**src/rtl/alu_unit_pkg.sv**
```systemverilog
// alu_unit_pkg: shared opcode/funct3 encodings and default widths for the integer execution stage.
package alu_unit_pkg;
   localparam int ROB_IDX_W = 4;
   localparam int XLEN = 32;
   localparam logic [6:0] OPC_LUI   = 7'b0110111;
   localparam logic [6:0] OPC_AUIPC = 7'b0010111;
   localparam logic [6:0] OPC_JAL   = 7'b1101111;
   localparam logic [6:0] OPC_JALR  = 7'b1100111;
   localparam logic [6:0] OPC_BR    = 7'b1100011;
   localparam logic [6:0] OPC_OPIMM = 7'b0010011;
   localparam logic [6:0] OPC_OP    = 7'b0110011;
   localparam logic [2:0] F3_ADD  = 3'b000;
   localparam logic [2:0] F3_SLL  = 3'b001;
   localparam logic [2:0] F3_SLT  = 3'b010;
   localparam logic [2:0] F3_SLTU = 3'b011;
   localparam logic [2:0] F3_XOR  = 3'b100;
   localparam logic [2:0] F3_SR   = 3'b101;
   localparam logic [2:0] F3_OR   = 3'b110;
   localparam logic [2:0] F3_BEQ  = 3'b000;
   localparam logic [2:0] F3_BNE  = 3'b001;
   localparam logic [2:0] F3_BLT  = 3'b100;
   localparam logic [2:0] F3_BGE  = 3'b101;
   localparam logic [2:0] F3_BLTU = 3'b110;
   localparam logic [2:0] F3_BGEU = 3'b111;
endpackage

```
**src/rtl/alu_core.sv**
```systemverilog
// alu_core: combinational RV32I integer/branch/jump compute; unknown encodings flag illegal.
module alu_core import alu_unit_pkg::*; (
   input  logic [6:0]      opcode_i,
   input  logic [2:0]      funct3_i,
   input  logic            funct7_i,
   input  logic [XLEN-1:0] imm_i,
   input  logic [XLEN-1:0] pc_i,
   input  logic [XLEN-1:0] val1_i,
   input  logic [XLEN-1:0] val2_i,
   output logic [XLEN-1:0] val_o,
   output logic            jump_o,
   output logic [XLEN-1:0] pc_o,
   output logic            illegal_o
);
   logic [XLEN-1:0] b, pc4, alu, sra;
   logic [4:0] sh;
   logic take, br_ok;
   always_comb begin
      b = (opcode_i == OPC_OP) ? val2_i : imm_i;
      sh = b[4:0];
      pc4 = pc_i + XLEN'(4);
      sra = $signed(val1_i) >>> sh;
      case (funct3_i)
         F3_ADD:  alu = (opcode_i == OPC_OP && funct7_i) ? val1_i - b : val1_i + b;
         F3_SLL:  alu = val1_i << sh;
         F3_SLT:  alu = XLEN'($signed(val1_i) < $signed(b));
         F3_SLTU: alu = XLEN'(val1_i < b);
         F3_XOR:  alu = val1_i ^ b;
         F3_SR:   alu = funct7_i ? sra : val1_i >> sh;
         F3_OR:   alu = val1_i | b;
         default: alu = val1_i & b;
      endcase
      br_ok = 1'b1;
      case (funct3_i)
         F3_BEQ:  take = val1_i == val2_i;
         F3_BNE:  take = val1_i != val2_i;
         F3_BLT:  take = $signed(val1_i) < $signed(val2_i);
         F3_BGE:  take = $signed(val1_i) >= $signed(val2_i);
         F3_BLTU: take = val1_i < val2_i;
         F3_BGEU: take = val1_i >= val2_i;
         default: begin take = 1'b0; br_ok = 1'b0; end
      endcase
      val_o = '0;
      jump_o = 1'b0;
      pc_o = pc4;
      illegal_o = 1'b0;
      case (opcode_i)
         OPC_LUI:   val_o = imm_i;
         OPC_AUIPC: val_o = pc_i + imm_i;
         OPC_JAL:   begin val_o = pc4; jump_o = 1'b1; pc_o = pc_i + imm_i; end
         OPC_JALR:  begin val_o = pc4; jump_o = 1'b1; pc_o = (val1_i + imm_i) & ~XLEN'(1); end
         OPC_BR:    begin jump_o = take; pc_o = take ? pc_i + imm_i : pc4; illegal_o = !br_ok; end
         OPC_OPIMM, OPC_OP: val_o = alu;
         default:   illegal_o = 1'b1;
      endcase
   end
endmodule

```
**src/rtl/alu_unit.sv**
```systemverilog
// alu_unit: integer execution stage wrapping alu_core with a registered one-cycle result broadcast.
module alu_unit #(
   parameter int ROB_IDX_W = alu_unit_pkg::ROB_IDX_W,
   parameter int XLEN = alu_unit_pkg::XLEN
) (
   input  logic                 clk,
   input  logic                 rst_n,
   input  logic                 rdy,
   input  logic                 rollback,
   input  logic                 alu_en,
   input  logic [6:0]           alu_opcode,
   input  logic [2:0]           alu_funct3,
   input  logic                 alu_funct7,
   input  logic [XLEN-1:0]      alu_imm,
   input  logic [XLEN-1:0]      alu_pc,
   input  logic [ROB_IDX_W-1:0] alu_rob_pos,
   input  logic [XLEN-1:0]      alu_val1,
   input  logic [XLEN-1:0]      alu_val2,
   output logic                 result,
   output logic [ROB_IDX_W-1:0] result_rob_pos,
   output logic [XLEN-1:0]      result_val,
   output logic                 result_jump,
   output logic [XLEN-1:0]      result_pc,
   output logic                 result_illegal
);
   logic [XLEN-1:0] val_d, pc_d, val_q, pc_q;
   logic jump_d, illegal_d, result_q, jump_q, illegal_q;
   logic [ROB_IDX_W-1:0] pos_q;
   alu_core u_core (
      .opcode_i(alu_opcode), .funct3_i(alu_funct3), .funct7_i(alu_funct7),
      .imm_i(alu_imm), .pc_i(alu_pc), .val1_i(alu_val1), .val2_i(alu_val2),
      .val_o(val_d), .jump_o(jump_d), .pc_o(pc_d), .illegal_o(illegal_d)
   );
   // Data fields only load on a dispatch; a dropped result leaves them stale by design.
   always_ff @(posedge clk or negedge rst_n) begin
      if (!rst_n) begin
         result_q <= 1'b0;
         pos_q <= '0;
         val_q <= '0;
         jump_q <= 1'b0;
         pc_q <= '0;
         illegal_q <= 1'b0;
      end else if (rollback) begin
         result_q <= 1'b0;
      end else if (rdy) begin
         result_q <= alu_en;
         if (alu_en) begin
            pos_q <= alu_rob_pos;
            val_q <= val_d;
            jump_q <= jump_d;
            pc_q <= pc_d;
            illegal_q <= illegal_d;
         end
      end
   end
   assign result = result_q;
   assign result_rob_pos = pos_q;
   assign result_val = val_q;
   assign result_jump = jump_q;
   assign result_pc = pc_q;
   assign result_illegal = illegal_q;
endmodule

```
**config.mk**
```make
export PLATFORM = sky130hd
export DESIGN_NAME = alu_unit
export DESIGN_NICKNAME = d
export VERILOG_FILES = /design/src/rtl/alu_unit_pkg.sv /design/src/rtl/alu_core.sv /design/src/rtl/alu_unit.sv
export SDC_FILE = /design/constraint.sdc
export NUM_CORES = 1
export LEC_CHECK = 0
export CORE_MARGIN = 1.5
export CORE_UTILIZATION = 45
export DETAILED_ROUTE_END_ITERATION = 7
export PLACE_DENSITY_LB_ADDON = 0.08
export SYNTH_ARGS = -nofsm -noshare
export SYNTH_HDL_FRONTEND = slang
export SYNTH_HIERARCHICAL = 1
export SYNTH_SLANG_ARGS = --single-unit
```
**constraint.sdc**
```tcl
create_clock -name clk -period 0.8 [get_ports clk]
set_input_delay 0.24 -clock clk [delete_from_list [all_inputs] [get_ports clk]]
set_output_delay 0.24 -clock clk [all_outputs]
set_load 0.05 [all_outputs]
```
==> run summary, run 1 <==
Die X-Extent = 202 µm
tool error message = [ERROR GRT-0116] Global routing finished with congestion. Check the congestion regions in the DRC Viewer.
mean instance size in the synthesized netlist = 7.08 µm²
initial cell density of the core = 0.459
area post-placement = 28700 µm²
total of warnings raised by yosys = 6
GPL Wtd Cong = 1.23
outcome = aborted with a tool error
Main synth FF type = dfrtp_1
sequential-to-total area share from yosys stat = 0.0998
clock buffers created by TritonCTS = 9
proportion of register bits with asynchronous set or reset after synthesis = 1.00
post-synthesis cell area = 17800 µm²
wire length of the first global-routing pass = 268 mm
ports placed on the boundary = 219
GR Overflow Total = 370
pin count of the biggest net entering global routing = 37
Clock Root Buffer = clkbuf_16
main area contributors after synthesis = ha_1 13%, dfrtp_1 10%, o21ai_0 7.3%
Commonest cells post-synth = 259 x o21ai_0, 218 x a21oi_1, 206 x nand2_1, 188 x nor2_1, 185 x ha_1
vias in the first global route = 37600
overall track demand over capacity in global routing = 0.862
post-synthesis sequential element count = 71
gate count after technology mapping = 2516
H-Tree Level Count = 3
count of different cell masters after synthesis = 103
clock tree buffer depth = 2
DP HPWL = 89.8 mm
stage reached = global routing (5_1_grt)
Post-synth EDFFs = 0
syn_nets = 2852
number of placement rows = 72
number of buffer cells added on primary ports = 218
Clock Sink Count = 71
cell taking the most area after synthesis = ha_1
most frequent cell after synthesis = o21ai_0
proportion of netlist area held by the largest area contributor = 0.130
die span in y = 202 µm
[per-layer routing]
metal,GRT usage,overflow
met5,0.535,2
met4,0.847,139
met3,0.769,14
met2,0.976,196
met1,0.861,19
[logic make-up after synthesis]
logic type                 synth area share
xor gates and xnor gates             0.0575
buffers and inverters                0.0717
muxes                                0.0849
DFF                                  0.0998
AOI/OAI and AO/OA                     0.347
and+or+nand+nor                       0.206
adders and majority gates             0.133
[timing repair]
action                                 4_1_cts
pin swaps                                  292
setup endpoints to repair                  141
hold buffers                                 1
buffers inserted                           182
gates resized for setup                   1018
endpoints found under the hold margin       71
cloned                                      15
[stage by stage]
step | setup TNS (ps) | hold WS [ps] | util | setup slack [ps] | std cells
2_1_floorplan | -164100 | -55.6 | - | -3160 | 2516
3_3_place_gp | -221380 | 97.9 | 0.739 | -3650 | 4088
3_5_place_dp | -228590 | 99.9 | 0.739 | -3790 | 4088
4_1_cts | -182890 | 81.3 | 0.881 | -2720 | 4289
==> inputs of run 2 (changes only) <==
--- a/config.mk
+++ b/config.mk
@@ -6,9 +6,9 @@
 export NUM_CORES = 1
 export LEC_CHECK = 0
 export CORE_MARGIN = 1.5
-export CORE_UTILIZATION = 45
+export CORE_UTILIZATION = 30
 export DETAILED_ROUTE_END_ITERATION = 7
-export PLACE_DENSITY_LB_ADDON = 0.08
+export PLACE_DENSITY_LB_ADDON = 0.15
 export SYNTH_ARGS = -nofsm -noshare
 export SYNTH_HDL_FRONTEND = slang
 export SYNTH_HIERARCHICAL = 1
==> constraint.sdc (replaced) <==
create_clock -name clk -period 1 [get_ports clk]
set_input_delay 0.3 -clock clk [delete_from_list [all_inputs] [get_ports clk]]
set_output_delay 0.3 -clock clk [all_outputs]
set_load 0.05 [all_outputs]
==> run summary, run 2 <==
DP Worst Slack = -4170 ps
final routed wirelength across all metal layers = 130 mm
Period minus WS final = 3660 ps
slack of the worst reg-to-reg path = 80 ps
initial cell density of the core = 0.303
switching share of power = 0.458
total of max-cap violations = 0
startpoint of the lowest-slack hold path = rollback
post-synthesis cell area = 17800 µm²
switching component of the power = 0.0135 W
startpoint of the worst register-to-register path = result_val[17]
power density over cell area = 801 nW/µm²
number of buffer cells added on primary ports = 218
RSZ-0062 raised after global routing = true
pin count of the biggest net entering global routing = 61
Cell Count, Final, Fillers Out = 4656
GPL Wtd Cong = 1.08
mean instance size in the synthesized netlist = 7.08 µm²
failing checks = DRC, setup timing
Clock Sink Count = 71
count of unresolved DRC violations after routing = 7
Register Area = 1790 µm²
main area contributors after synthesis = ha_1 13%, dfrtp_1 10%, o21ai_0 7.3%
proportion of register bits with asynchronous set or reset after synthesis = 1.00
overall track demand over capacity in global routing = 0.410
post-synthesis sequential element count = 71
clock tree buffer depth = 2
routed length per instance = 27.9 µm
gate count after technology mapping = 2516
iteration-0 DRC count of the detailed router = 2495
placed cell count = 4429
peak supply drop = 0.000872 V
final core area utilization = 0.627
Clock Root Buffer = clkbuf_16
end point of the most critical hold path = result
Slew headroom = 0.460
cell depth of the worst min-delay path = 2
commonest cells after routing, fill and taps aside = 1110 x buf_4, 171 x nand2_1, 168 x nor2_1
First-pass DRT Iterations = 8
wire length of the first global-routing pass = 182 mm
multi-input combinational cell area = 19500 µm²
Clk pin slew, worst setup/hold paths = 60 ps
Post-synth EDFFs = 0
proportion of netlist area held by the largest area contributor = 0.130
final number of hold-violating endpoints = 0
Die X-Extent = 247 µm
cell-internal power = 0.0160 W
transition at the pin with the smallest max-transition slack = 807 ps
most frequent cell after synthesis = o21ai_0
H-Tree Level Count = 3
via count = 27400
GR Overflow Total = 0
path type of the worst setup path = input pin to flip-flop
clock buffers created by TritonCTS = 9
Main synth FF type = dfrtp_1
core region area = 58800 µm²
maximum fanout along the worst path = 3
syn_nets = 2852
data required time of the worst path = 1270 ps
sequential power share = 0.122
number of cells traversed by the worst register-to-register path = 1
fin crit share = 3.66
Clock power frac = 0.119
Final Slew Violations = 0
fraction of layout cells with a size suffix above 1 = 0.560
# fillers = 4994
final count of negative-setup-slack endpoints = 138
standby leakage power = 16.6 nW
combinational group share of total power = 0.759
ports placed on the boundary = 219
number of placement rows = 89
Crit Reg-Reg Endpoint = result_val[17]
insertion delay to the later sink of the worst-skew pair = 390 ps
vias per std cell = 5.89
clock tree from TritonCTS = yes
DIE AREA = 60800 µm²
kind of launch point of the worst setup path = input pin
most frequent standard cell in the layout excluding fill and tap cells = buf_4
initial antenna violation count = 1
Routed Antenna Nets = 0
post-route setup slack = -2660 ps
relative area change from synthesis to final layout = 107%
Critical Path AT = 3930 ps
sequential-to-total area share from yosys stat = 0.0998
total of warnings raised by yosys = 6
outcome = finished with violations
final layout net count = 4213
count of different cell masters after synthesis = 103
die span in y = 247 µm
vias in the first global route = 27300
Layout Skew = 0 ps
DP HPWL = 99.5 mm
Fmax = 0.273 GHz
worst min-delay path class = input pin to flip-flop
cell taking the most area after synthesis = ha_1
Commonest cells post-synth = 259 x o21ai_0, 218 x a21oi_1, 206 x nand2_1, 188 x nor2_1, 185 x ha_1
Crit. End Element = flip-flop
total design power = 0.0295 W
run 2: cell counts after synthesis:
Identical to the previous run, type by type.
run 2: worst max-delay path by stage:
stage,startpoint,end,depth (start not counted)
after floorplan,alu_opcode[3],result_val[28],20
after global placement,alu_opcode[3],result_val[31],18
after detailed placement,alu_opcode[3],result_val[31],18
after CTS,alu_opcode[3],result_val[0],19
after global routing,alu_opcode[2],result_val[27],22
final,alu_opcode[2],result_val[31],22
run 2: cells by family after synthesis:
logic type / share of synthesized area
flip-flops: 0.0998
AND/OR/NAND/NOR: 0.206
AO/OA/AOI/OAI: 0.347
buffers and inverters: 0.0717
multiplexers: 0.0849
adder cells (fa/ha/maj): 0.133
XOR/XNOR: 0.0575
run 2: per-layer routing:
layer  GRT usage  up-vias  routed length, µm
met1       0.522    13400              53400
met2       0.651     1433              57100
li1            -    12200                  -
met5           0        -                 13
met4       0.231        2               9200
met3      0.0713      409              10300
run 2: power groups by stage:
stage               registers, W  clock network (W)  logic [W]
global placement         0.00364                  0     0.0174
floorplan                0.00462                  0    0.00672
global route             0.00365            0.00371     0.0233
finish                   0.00361            0.00352     0.0224
detailed placement       0.00365                  0     0.0175
CTS                      0.00360            0.00360     0.0207
run 2: area by class of cell:
| cell class | instances | share of cell area |
|---|---|---|
| multi-input cells | 2148 | 0.528 |
| repair buffers | 1497 | 0.372 |
| flip-flops and latches | 71 | 0.0485 |
| well taps | 773 | 0.0262 |
| inverters | 150 | 0.0169 |
| clock buffers | 13 | 0.00679 |
| clock inverters | 3 | 0.00115 |
| diodes | 1 | 0.0000679 |
run 2: worst max-delay path: stages:
cell and delay (ps):
buf_6 90, buf_6 110, nor3b_4 250, buf_6 170
buf_6 120, nand3_4 80, and2_4 150, inv_4 70
ha_4 200, buf_6 120, a211oi_4 220, a21oi_4 100
o31ai_4 400, o2bb2ai_4 160, a41oi_4 290, o21ai_4 110
buf_4 150, a31oi_4 130, a211oi_2 70, xnor2_2 220
o211ai_1 120, mux2_4 280
run 2: per-stage QoR:
stage          cell area [µm²]  hold WS (ps)  setup TNS, ps
2_1_floorplan            18300          4.41        -154130
4_1_cts                  35300           435        -167890
3_3_place_gp             29600           302        -221940
3_5_place_dp             29600           303        -224210
5_1_grt                  36900           122        -178170
6_report                 36900           104        -172360
run 2: timing repair:
item	4_1_cts	5_1_grt
resized for setup	1115	289
setup buffers	166	58
endpoints found under the hold margin	71	0
hold buffers	1	0
endpoints found under the setup margin	141	141
gates cloned	10	3
pin swaps	314	189
(Power assumes the default switching activity.)
